File: src/rtl/rr_arbiter4_pkg.sv
// Shared definitions for the 4-way round-robin arbiter: FSM encoding,
// sizing constants and the rotating-priority search.
package rr_arbiter4_pkg;

  localparam int NUM_REQ      = 4;
  localparam int MAX_HOLD_DEF = 8;
  localparam int CNT_W        = 4;

  typedef enum logic {
    IDLE = 1'b0,
    BUSY = 1'b1
  } state_e;

  typedef struct packed {
    logic       found;
    logic [1:0] idx;
  } pick_t;

  // Walk from ptr upward (mod 4); iterating high-to-low lets the nearest hit win.
  function automatic pick_t rr_pick(input logic [NUM_REQ-1:0] req, input logic [1:0] ptr);
    pick_t      res;
    logic [1:0] cand;
    res = '0;
    for (int k = NUM_REQ - 1; k >= 0; k--) begin
      cand = ptr + 2'(k);
      if (req[cand]) begin
        res.found = 1'b1;
        res.idx   = cand;
      end
    end
    return res;
  endfunction

endpackage

File: src/rtl/rr_arbiter4_if.sv
// Requester-side bundle of the arbiter. Handshake: a requester keeps req high
// while it wants the resource; it owns it while grant is high; done releases.
interface rr_arbiter4_if;
  import rr_arbiter4_pkg::*;

  logic [NUM_REQ-1:0] req;
  logic [NUM_REQ-1:0] done;
  logic [NUM_REQ-1:0] grant;
  logic [1:0]         grant_idx;
  logic               busy;
  logic               timeout;

  modport master (output req, done, input grant, grant_idx, busy, timeout);
  modport slave  (input req, done, output grant, grant_idx, busy, timeout);

endinterface

File: src/rtl/rr_arbiter4_decode24.sv
// Enabled 2-to-4 one-hot decoder; all zeros when disabled.
module rr_arbiter4_decode24 (
  input  logic [1:0] idx,
  input  logic       en,
  output logic [3:0] dec
);

  always_comb begin
    dec = '0;
    if (en) dec[idx] = 1'b1;
  end

endmodule

File: src/rtl/rr_arbiter4.sv
// Four-requester round-robin arbiter with a bounded hold time per grant.
// All state is registered; grant is a decode of the registered owner index.
module rr_arbiter4
  import rr_arbiter4_pkg::*;
#(
  parameter int MAX_HOLD = MAX_HOLD_DEF
) (
  input  logic          clk,
  input  logic          rst,
  rr_arbiter4_if.slave  bus,
  output state_e        dbg_state
);

  state_e            state_q, state_d;
  logic [1:0]        ptr_q, ptr_d;
  logic [1:0]        idx_q, idx_d;
  logic [CNT_W-1:0]  cnt_q, cnt_d;
  logic              to_q, to_d;

  pick_t             pick;
  logic [1:0]        search_ptr;
  logic              owner_done;
  logic              owner_req;
  logic              expired;
  logic              release_c;

  always_comb begin
    state_d    = state_q;
    ptr_d      = ptr_q;
    idx_d      = idx_q;
    cnt_d      = cnt_q;
    to_d       = 1'b0;
    owner_done = bus.done[idx_q];
    owner_req  = bus.req[idx_q];
    expired    = (cnt_q == CNT_W'(MAX_HOLD - 1));
    release_c  = (state_q == BUSY) && (owner_done || !owner_req || expired);
    // On release the search already uses the advanced pointer this cycle.
    search_ptr = release_c ? (idx_q + 2'd1) : ptr_q;
    pick       = rr_pick(bus.req, search_ptr);

    case (state_q)
      IDLE: begin
        if (pick.found) begin
          state_d = BUSY;
          idx_d   = pick.idx;
          cnt_d   = '0;
        end
      end
      BUSY: begin
        if (release_c) begin
          ptr_d = search_ptr;
          to_d  = expired && owner_req && !owner_done;
          cnt_d = '0;
          if (pick.found) begin
            idx_d = pick.idx;
          end else begin
            state_d = IDLE;
            idx_d   = '0;
          end
        end else if (cnt_q != '1) begin
          cnt_d = cnt_q + CNT_W'(1);
        end
      end
      default: state_d = IDLE;
    endcase
  end

  always_ff @(posedge clk) begin
    if (rst) begin
      state_q <= IDLE;
      ptr_q   <= '0;
      idx_q   <= '0;
      cnt_q   <= '0;
      to_q    <= 1'b0;
    end else begin
      state_q <= state_d;
      ptr_q   <= ptr_d;
      idx_q   <= idx_d;
      cnt_q   <= cnt_d;
      to_q    <= to_d;
    end
  end

  rr_arbiter4_decode24 u_decode (
    .idx (idx_q),
    .en  (state_q == BUSY),
    .dec (bus.grant)
  );

  assign bus.grant_idx = idx_q;
  assign bus.busy      = (state_q == BUSY);
  assign bus.timeout   = to_q;
  assign dbg_state     = state_q;

endmodule

File: src/flat_wrapper.sv
// flat-port wrapper written by rule: the top's interface ports become plain ports
module rr_arbiter4_flat import rr_arbiter4_pkg::*;
#(
  parameter int MAX_HOLD = MAX_HOLD_DEF
)
  (clk, rst, dbg_state, bus_req, bus_done, bus_grant, bus_grant_idx, bus_busy, bus_timeout);
  rr_arbiter4_if bus_i ();
  input  logic clk;
  input  logic rst;
  output state_e dbg_state;
  input wire logic [$bits(bus_i.req)-1:0] bus_req;
  input wire logic [$bits(bus_i.done)-1:0] bus_done;
  output wire logic [$bits(bus_i.grant)-1:0] bus_grant;
  output wire logic [$bits(bus_i.grant_idx)-1:0] bus_grant_idx;
  output wire logic [$bits(bus_i.busy)-1:0] bus_busy;
  output wire logic [$bits(bus_i.timeout)-1:0] bus_timeout;
  assign bus_i.req = bus_req;
  assign bus_i.done = bus_done;
  assign bus_grant = bus_i.grant;
  assign bus_grant_idx = bus_i.grant_idx;
  assign bus_busy = bus_i.busy;
  assign bus_timeout = bus_i.timeout;
  rr_arbiter4 #(.MAX_HOLD(MAX_HOLD)) u_core (.clk(clk), .rst(rst), .bus(bus_i), .dbg_state(dbg_state));
endmodule
File: config.mk
export PLATFORM = sky130hd
export DESIGN_NAME = rr_arbiter4_flat
export DESIGN_NICKNAME = d
export VERILOG_FILES = /design/src/rtl/rr_arbiter4_pkg.sv /design/src/rtl/rr_arbiter4_if.sv /design/src/rtl/rr_arbiter4_decode24.sv /design/src/rtl/rr_arbiter4.sv /design/src/flat_wrapper.sv
export SDC_FILE = /design/constraint.sdc
export NUM_CORES = 1
export LEC_CHECK = 0
export ABC_AREA = 1
export CAP_MARGIN = 20
export CORE_ASPECT_RATIO = 0.7
export CORE_MARGIN = 2
export CORE_UTILIZATION = 50
export DETAILED_ROUTE_END_ITERATION = 7
export PLACE_DENSITY = 0.81
export RECOVER_POWER = 100
export SYNTH_ARGS = -nofsm -noshare
export SYNTH_HDL_FRONTEND = slang
export SYNTH_SLANG_ARGS = --single-unit
File: constraint.sdc
create_clock -name clk -period 2.4 [get_ports clk]
set_input_delay 0.48 -clock clk [delete_from_list [all_inputs] [get_ports clk]]
set_output_delay 0.48 -clock clk [all_outputs]
set_load 0.01 [all_outputs]
# Yosys cells after proc, flatten, opt, wreduce, memory -nomap -nowiden
# Index checks and enable logic that the tools add are counted.
# Widths: inputs -> output; s select.
# word_totals
reg_bits,10
latchBits,0
ram_bits,0
romBits,0
output_inout_bits,9
memories,0
# classes
n_addsub,5
n_mul,0
div_mod_pow,0
n_lt_le_gt_ge,6
n_eq_ne,5
n_shift,0
n_mux,31
n_bitwise,2
n_reduce_logical,12
# op_table
cell,count
$mux 4,4
$lt 2x3->1 const B,5
$bmux 1 s2,6
$mux 3,4
$mux 1,9
$mux 2,4
$pmux 4 s2,1
$reduce_and 2->1,3
$add 2x1->2 const B,2
$add 2x2->2 const B,2
$add 4x1->4 const B,1
$eq 4x3->1 const B,1
$logic_and 1x1->1,4
$ne 4x4->1 const B,1
$pmux 2 s2,1
$ne 3x3->1 const B,1
$reduce_or 3->1,1
$demux 1 s2,1
$ge 2x1->1 const B,1
$logic_not 1->1,2
$logic_or 1x1->1,2
$ne 2x1->1 const B,1
$ne 2x2->1 const B,1
$not 1->1,2
$pmux 1 s2,1

# Depth between registers and ports, before layout
# Gate-level depths: netlist of the first run.
# logic_depth
word_depth,17
mapped_depth,18
ltp_nobuf,17

# By module
# Synthesis of the first run repeated with hierarchy kept, for this count alone.
# unflattened
hier_cells,147
area_unflattened_um2,903.4
# by_module_without_submodules
module,n_inst,cells_per_inst,area_each_um2,seq_area_each_um2
rr_arbiter4,1,139,873.3,200.2
rr_arbiter4_decode24,1,8,30.0,0.0

# Worst setup path after synthesis of the first run
# OpenSTA, ideal clock, no wires.
# synth_timing
kind,register to register
from,register u_core.idx_q[0] (netlist: u_core.bus.grant_idx[0])
to,register u_core.cnt_q[3]
setup_ns,0.128
t_arrival_ns,1.954
required_time_ns,2.272
slack_ns,0.318
stages_incl_launch_ff,19
n_path_buf,1
cell_sequence,dfxtp_1 -> inv_2 -> nand3b_1 -> nand3_2 -> nand3_4 -> nand2_4 -> nand2_2 -> nand2_2 -> buf_6 -> nand2_2 -> nand2_2 -> nand2_4 -> nand2_4 -> nor2_4 -> nand2_4 -> nand2_2 -> nand2_1 -> nand2_1 -> a21oi_1
# synth_via
elab_chain_cells,16
# synth_lines
element,line,source
"start, declared",rr_arbiter4.sv:16,"logic [1:0] idx_q, idx_d;"
"start signal, assigned",rr_arbiter4.sv:78,idx_q <= idx_d;
$bmux 1 s2,rr_arbiter4.sv:34,owner_req = bus.req[idx_q];
$mux 1 (implied by the code),rr_arbiter4.sv:34,
$logic_not 1->1,rr_arbiter4.sv:36,release_c = (state_q == BUSY) && (owner_done || !owner_req || expired);
$logic_or 1x1->1 (2 in series),rr_arbiter4.sv:36,
$logic_and 1x1->1,rr_arbiter4.sv:36,
$mux 2,rr_arbiter4.sv:38,search_ptr = release_c ? (idx_q + 2'd1) : ptr_q;
$add 2x2->2,rr_arbiter4_pkg.sv:25,cand = ptr + 2'(k);
$bmux 1 s2,rr_arbiter4_pkg.sv:26,if (req[cand]) begin
$mux 1 (implied by the code),rr_arbiter4_pkg.sv:26,
$mux 3 (4 in series),rr_arbiter4_pkg.sv:26,
$ne 2x1->1 (no line),n/a,
$reduce_and 2->1 (no line),n/a,
"end signal, assigned",rr_arbiter4.sv:79,cnt_q <= cnt_d;
"end, declared",rr_arbiter4.sv:17,"logic [CNT_W-1:0] cnt_q, cnt_d;"
# Parallel ways exist; a longest one is shown, timed or not. The select of a mux whose other input is x is not followed.
# A chain may end at the register's enable or synchronous reset.

# Worst setup path in the final report of the first run
# layout_timing
from,input bus_done[1]
to,register u_core.cnt_q[0]
# layout_via
elab_chain_cells,15
# layout_lines
element,line,source
"start, declared",flat_wrapper.sv:12,input wire logic [$bits(bus_i.done)-1:0] bus_done;
$bmux 1 s2 (*),rr_arbiter4.sv:33,owner_done = bus.done[idx_q];
$mux 1 (implied by the code) (*),rr_arbiter4.sv:33,
$logic_or 1x1->1 (*) (2 in series),rr_arbiter4.sv:36,
$logic_and 1x1->1 (*),rr_arbiter4.sv:36,
$mux 2,rr_arbiter4.sv:38,
$add 2x2->2,rr_arbiter4_pkg.sv:25,
$bmux 1 s2,rr_arbiter4_pkg.sv:26,
$mux 1 (implied by the code),rr_arbiter4_pkg.sv:26,
$mux 3 (4 in series),rr_arbiter4_pkg.sv:26,
$ne 2x1->1 (no line),n/a,
$reduce_and 2->1 (no line),n/a,
# Mark *: on every way between the ends. The rest lies on a longest branch, timed or not. The select of a mux whose other input is x is not followed.

==> results.toml, run 1 <==
[setup_path]
worstPathArrival_ns = 2.64
path_class = "in -> reg"
crit_fanout = 6
startpoint_type = "input pin"
cp_data_required_time_ns = 2.61
reg2reg_depth = 16
regToRegSetupSlack_ns = 0.07
r2r_start = "u_core.bus.grant_idx[0]"
crit_path_end_kind = "flip-flop"
reg2reg_to = "u_core.cnt_q[0]"

[grt]
grt_pass1_wl_um = 3870
globalRouteOverflowTotal = 0
grt_pass1_vias = 927
antenna_found_initial = 0
grt_max_degree = 14
grt.total_usage_pct = 22.6

[status]
status = "complete, but fails checks"
violations = "setup timing"

[yosys]
synth_nets = 164
ys_seq_area_share_pct = 20.8
mappedNetlistArea_um2 = 963
syn_avg_cell_area_um2 = 6.47
yosysWarnings = 0
synth_cell_types = 23
synth_seq_cells = 10
syn_inst = 149

[sta]
fin_crit_sh_pct = 101
clock_skew_ns = 0.00695
layout_min_cycle_time_ns = 2.43
relSlewSlack_pct = 54.7
layout_setup_ws_ns = -0.0291
hold_violations = 0
worstMarginPinSlew_ns = 0.679
slew_violations = 0
max_freq_mhz = 412
setup_viol = 2

[cells_and_area]
syn_to_final_growth_pct = 68.8
fin_cells = 210
layout-drive-gt1-share_pct = 43.6
antenna_cells = 0
fillCellCount = 84
finalNetCount = 204
utilization_pct = 88.5

[routing]
drt-initial-drc-count = 61
viasPerCell = 5.82
totalWireLength_um = 3780
routedWlPerCell_um = 18.0
dr.pass1.iters = 4
ant_nets = 0
drc = 0
vias = 1223

[floorplanning]
die_area_mm2 = 0.00230
num_rows = 13
die_h_um = 40.7
design.core.area_mm2 = 0.00184
io_pins = 19
die_w_um = 56.5
start_util_pct = 52.4

[job]
drv_cap = 0

[cts]
htreeDepth = 1
clockBufferDepth = 2
root_buffer = "clkbuf_4"
clk_latency_ns = 0.28
cts_buffers = 3
clock_sinks = 10
clk_pin_slew_ns = 0.07
cts_tree = "built"

[place]
port_buffers = 18
post-place-cells = 204
place_congestion = 0.819
hpwl_um = 1860
preCtsSetupSlack_ns = -0.298

[min_path]
hold_depth = 2
holdPathEnd = "u_core.cnt_q[1]"
hp-class = "reg -> reg"
worstHoldStart = "u_core.cnt_q[1]"
[final cells by class]
cell class / instances / area [um2] / share of cell area, %
timing repair buffer: 38 / 354 / 21.8
clock buffer: 4 / 36.3 / 2.23
inverter: 23 / 86.3 / 5.31
multi-input combinational: 113 / 922 / 56.7
sequential: 10 / 200 / 12.3
tap: 22 / 27.5 / 1.69
[repair_timing]
action	in CTS	in global routing
hold buffers	0	0
gates resized for setup	1	64
pin swaps	0	25
endpoints found under the setup margin	4	6
buffers inserted	0	1
gates cloned	0	1
[kinds of logic after synthesis]
logic type | after synthesis | synth area share [%]
buffers and inverters | 27 | 11.7
xor gates and xnor gates | 1 | 0.909
and+or+nand+nor | 96 | 54.3
adders and majority gates | 5 | 6.49
DFF | 10 | 20.8
AOI/OAI and AO/OA | 10 | 5.84
[cell usage after synthesis, drive strengths merged]
| library cell | n | area [um2] |
|---|---|---|
| dfxtp | 10 | 200 |
| clkbuf | 1 | 3.75 |
| nand3b | 2 | 15.0 |
| a21boi | 1 | 11.3 |
| nor4 | 1 | 6.26 |
| a21oi | 7 | 35.0 |
| nor2 | 9 | 48.8 |
| o21ai | 2 | 10.0 |
| nand2 | 56 | 290 |
| ha | 5 | 62.6 |
| xor2 | 1 | 8.76 |
| nor3 | 1 | 5.00 |
| buf | 3 | 22.5 |
| inv | 23 | 86.3 |
| nand3 | 27 | 158 |
[layout by cell type (no fill, tap or decap), types with 6 or more instances in the layout]
cell              n
buf_4            17
clkdlybuf4s50_1  12
dfxtp_1          10
inv_1            21
nand2_1          21
nand2_2          12
nand2_4          21
nand3_1          13
nand3_2           8
nand3_4           6
nor2_1            7
[worst max path at each step]
stage                             from         endpoint  slack [ns]  cells past startpoint
6_report                   bus_done[1]  u_core.cnt_q[0]       -0.03                     17
5_1_grt                    bus_done[3]  u_core.cnt_q[2]       -0.13                     17
4_1_cts                     bus_req[1]  u_core.cnt_q[2]       0.001                     16
3_5_place_dp                bus_req[1]  u_core.cnt_q[3]       -0.30                     16
3_3_place_gp                bus_req[1]  u_core.cnt_q[3]       -0.20                     16
2_1_floorplan  u_core.bus.grant_idx[0]  u_core.cnt_q[3]        0.32                     18
[flip-flops by register name, summed over array words and instances, names as in the netlist]
signal / count
u_core.bus.busy: 1
u_core.cnt_q: 4
u_core.bus.timeout: 1
u_core.bus.grant_idx: 2
u_core.ptr_q: 2
[stage by stage]
| stage | hold slack (ns) | area (um2) | TNS, ns |
|---|---|---|---|
| 3_5_place_dp | 0.499 | 1290 | -1.62 |
| 6_report | 0.538 | 1630 | -0.0478 |
| 2_1_floorplan | 0.461 | 963 | 0 |
| 5_1_grt | 0.562 | 1630 | -0.501 |
| 4_1_cts | 0.510 | 1330 | 0 |
| 3_3_place_gp | 0.489 | 1290 | -1.04 |
[critical path, stage by stage]
cell and delay, ns:
clkdlybuf4s50_1 0.47, inv_1 0.05, nand3_1 0.08, nand3_2 0.11, nand3_4 0.15, nand2_8 0.10, nand2_2 0.13, nand2_4 0.09
nand2_2 0.10, nand2_4 0.07, nand2_2 0.09, nand2_2 0.07, nor2_4 0.14, nand2_4 0.09, a21boi_4 0.18, nand2_2 0.10
a21oi_2 0.13
[per-layer routing]
| layer | share of wire (%) | track usage, % | vias to the layer above |
|---|---|---|---|
| li1 | - | - | 552 |
| met1 | 39 | 27.1 | 569 |
| met2 | 49 | 42.2 | 75 |
| met3 | 6.7 | 5.05 | 27 |
| met4 | 5.2 | 7.14 | 0 |
| met5 | 0 | 0 | - |
Power of run 1 is not shown: default switching activity piles up to over one toggle a cycle in this logic, so the estimate is an artifact.
==> run 2, diff against run 1 <==
==> constraint.sdc (replaced) <==
create_clock -name clk -period 2.4 [get_ports clk]
set_input_delay 0.36 -clock clk [delete_from_list [all_inputs] [get_ports clk]]
set_output_delay 0.36 -clock clk [all_outputs]
set_load 0.01 [all_outputs]
==> run 2 against run 1 <==
The run now ends clean. Critical path depth did not move. Final cell count fell by 1.9%. Clock skew fell by 0.0017 ns. Setup slack improved by 0.21 ns. Die area did not move. Global-route usage fell by 1.4 points. Worst hold slack got worse by 0.028 ns. Sequential share of layout area rose by 2.9 points. Cell area fell by 19%. First-iteration DRC count fell by 33%. Sequential cell count did not move. Register-to-register slack improved by 0.13 ns. Critical path type unchanged. Critical endpoint unchanged.
==> results.toml, run 2 (synthesized netlist as in run 1, its figures left out) <==
[status]
status = "finished, final reports clean"

[setup_path]
r2r_start = "u_core.cnt_q[0]"
path_class = "in -> reg"
crit_path_end_kind = "flip-flop"
crit_path_start = "bus_done[1]"
critPathTopFamily = "simple AND/OR/NAND/NOR gates"
reg2reg_to = "u_core.cnt_q[0]"
regToRegSetupSlack_ns = 0.20
worstPathArrival_ns = 2.37
cpMaxStageDelayCell = "clkdlybuf4s50_1"
cp_data_required_time_ns = 2.55
startpoint_type = "input pin"
reg2reg_depth = 15
cp.depth = 17
path_cells = "clkdlybuf4s50_1 > inv_1 > nand3_1 > nand3_2 > nand3_4 > nand2_4 > nand2_2 > buf_4 > nand3_1 > nand3_1 > nand2_1 > nor2_4 > nand2_4 > nand2_2 > nand2_1 > nand2_1 > a21oi_1"
cpPeakStageDelay_ns = 0.45
endpoint = "u_core.cnt_q[0]"
path_buf_inv = 3
crit_fanout = 6

[cells_and_area]
finalNetCount = 200
top_register = "u_core.cnt_q"
layout-drive-gt1-share_pct = 25.5
fillCellCount = 151
largest_reg_flops = 4
layout_commonest_cell = "nand2_1"
antenna_cells = 0
final_cell_mix = "nand2_1 (37), nand3_1 (23), inv_1 (22), buf_4 (16), nand2_2 (11)"
syn_to_final_growth_pct = 36.8

[cts]
cts_buffers = 3
post_cts_buffers = 0
clk_latency_ns = 0.26
htreeDepth = 1
clock_sinks = 10
cts_tree = "built"
clk_pin_slew_ns = 0.07
root_buffer = "clkbuf_4"
clockBufferDepth = 2

[grt]
grt_pass1_vias = 882
antenna_found_initial = 0
globalRouteOverflowTotal = 0
grt_pass1_wl_um = 3710
grt.total_usage_pct = 21.2
grt_max_degree = 10

[sta]
layout_min_cycle_time_ns = 2.22
clock_skew_ns = 0.00527
setup-tns-final_ns = 0
fin_crit_sh_pct = 92.5
layout_setup_ws_ns = 0.179
max_freq_mhz = 450
setup_viol = 0
worstMarginPinSlew_ns = 0.527
rsz0062_at_grt = "false"
slew_violations = 0
relSlewSlack_pct = 64.5
hold_violations = 0

[pwr]
p_leak_nw = 0.704
power_density_mw_per_mm2 = 1550
ir_worst_vdd_uv = 1050

[floorplanning]
die_w_um = 56.5
start_util_pct = 52.4
design.core.area_mm2 = 0.00184
die_h_um = 40.7
die_area_mm2 = 0.00230
io_pins = 19
num_rows = 13

[routing]
vias = 1002
drt-initial-drc-count = 41
viasPerCell = 4.86
dr.pass1.iters = 4
totalWireLength_um = 2360
routedWlPerCell_um = 11.5
ant_nets = 0
drc = 0

[place]
port_buffers = 18
place_congestion = 0.864
hpwl_um = 1900
preCtsSetupSlack_ns = -0.166

[job]
drv_cap = 0

[min_path]
hp-class = "reg -> reg"
run 2: layout make-up:
| type | instances | area, um2 | share of cell area [%] |
|---|---|---|---|
| Sequential cell | 10 | 200 | 15.2 |
| Tap cell | 22 | 27.5 | 2.09 |
| Timing Repair Buffer | 35 | 304 | 23.1 |
| Inverter | 23 | 86.3 | 6.55 |
| Multi-Input combinational cell | 112 | 663 | 50.3 |
| Clock buffer | 4 | 36.3 | 2.75 |
run 2: through the flow:
stage	utilization, %	area [um2]	std cells	hold WS (ns)	total power [mW]
2_1_floorplan	-	963	149	0.461	1.39
3_3_place_gp	69.2	1270	202	0.490	1.82
3_5_place_dp	69.2	1270	202	0.495	1.88
4_1_cts	71.2	1310	206	0.502	2.03
5_1_grt	71.7	1320	206	0.543	2.23
6_report	71.7	1320	206	0.510	2.04
run 2: worst min path at each step:
stage | from | to | slack (ns) | cells after the start
after floorplan | u_core.cnt_q[2] | u_core.cnt_q[2] | 0.46 | 2
after global placement | u_core.cnt_q[2] | u_core.cnt_q[2] | 0.49 | 2
after detailed placement | u_core.cnt_q[2] | u_core.cnt_q[2] | 0.50 | 2
after CTS | u_core.cnt_q[2] | u_core.cnt_q[2] | 0.50 | 2
after global routing | u_core.cnt_q[1] | u_core.cnt_q[1] | 0.54 | 2
final | u_core.cnt_q[2] | u_core.cnt_q[2] | 0.51 | 2
run 2: power breakdown:
group / total (mW) / internal (mW) / switching, mW
logic: 1.62 / 0.673 / 0.947
clock network: 0.147 / 0.0920 / 0.0554
registers: 0.270 / 0.214 / 0.0557
run 2: worst register-to-register path: cells and delay by family (launching register included):
kind	cells	cell delay (ns)
simple gates	12	1.31
compound gates	1	0.06
flops	1	0.38
buf+inv	1	0.12
fa+ha+maj	1	0.22
run 2: repair_timing:
item | in CTS | in global routing
hold buffers | 0 | 0
setup endpoints to repair | 0 | 4
resized for setup | 0 | 3
run 2: layer usage:
| metal | routed length [um] | global-route usage, % | share of wire [%] | up-vias |
|---|---|---|---|---|
| li1 | - | - | - | 537 |
| met1 | 1180 | 26.2 | 50 | 442 |
| met2 | 1110 | 40.7 | 47 | 23 |
| met3 | 71 | 4.73 | 3.0 | 0 |
| met4 | 0 | 1.79 | 0 | 0 |
| met5 | 0 | 0 | 0 | - |
Note: power is estimated with default switching activity, not from simulation.
==> run 3, diff against run 2 <==
--- a/config.mk
+++ b/config.mk
@@ -11,6 +11,7 @@
 export CORE_MARGIN = 2
 export CORE_UTILIZATION = 50
 export DETAILED_ROUTE_END_ITERATION = 7
+export HOLD_SLACK_MARGIN = 0.12
 export PLACE_DENSITY = 0.81
 export RECOVER_POWER = 100
 export SYNTH_ARGS = -nofsm -noshare
==> results of run 3 <==
Final layout, timing and power as in run 2 (identical DEF).
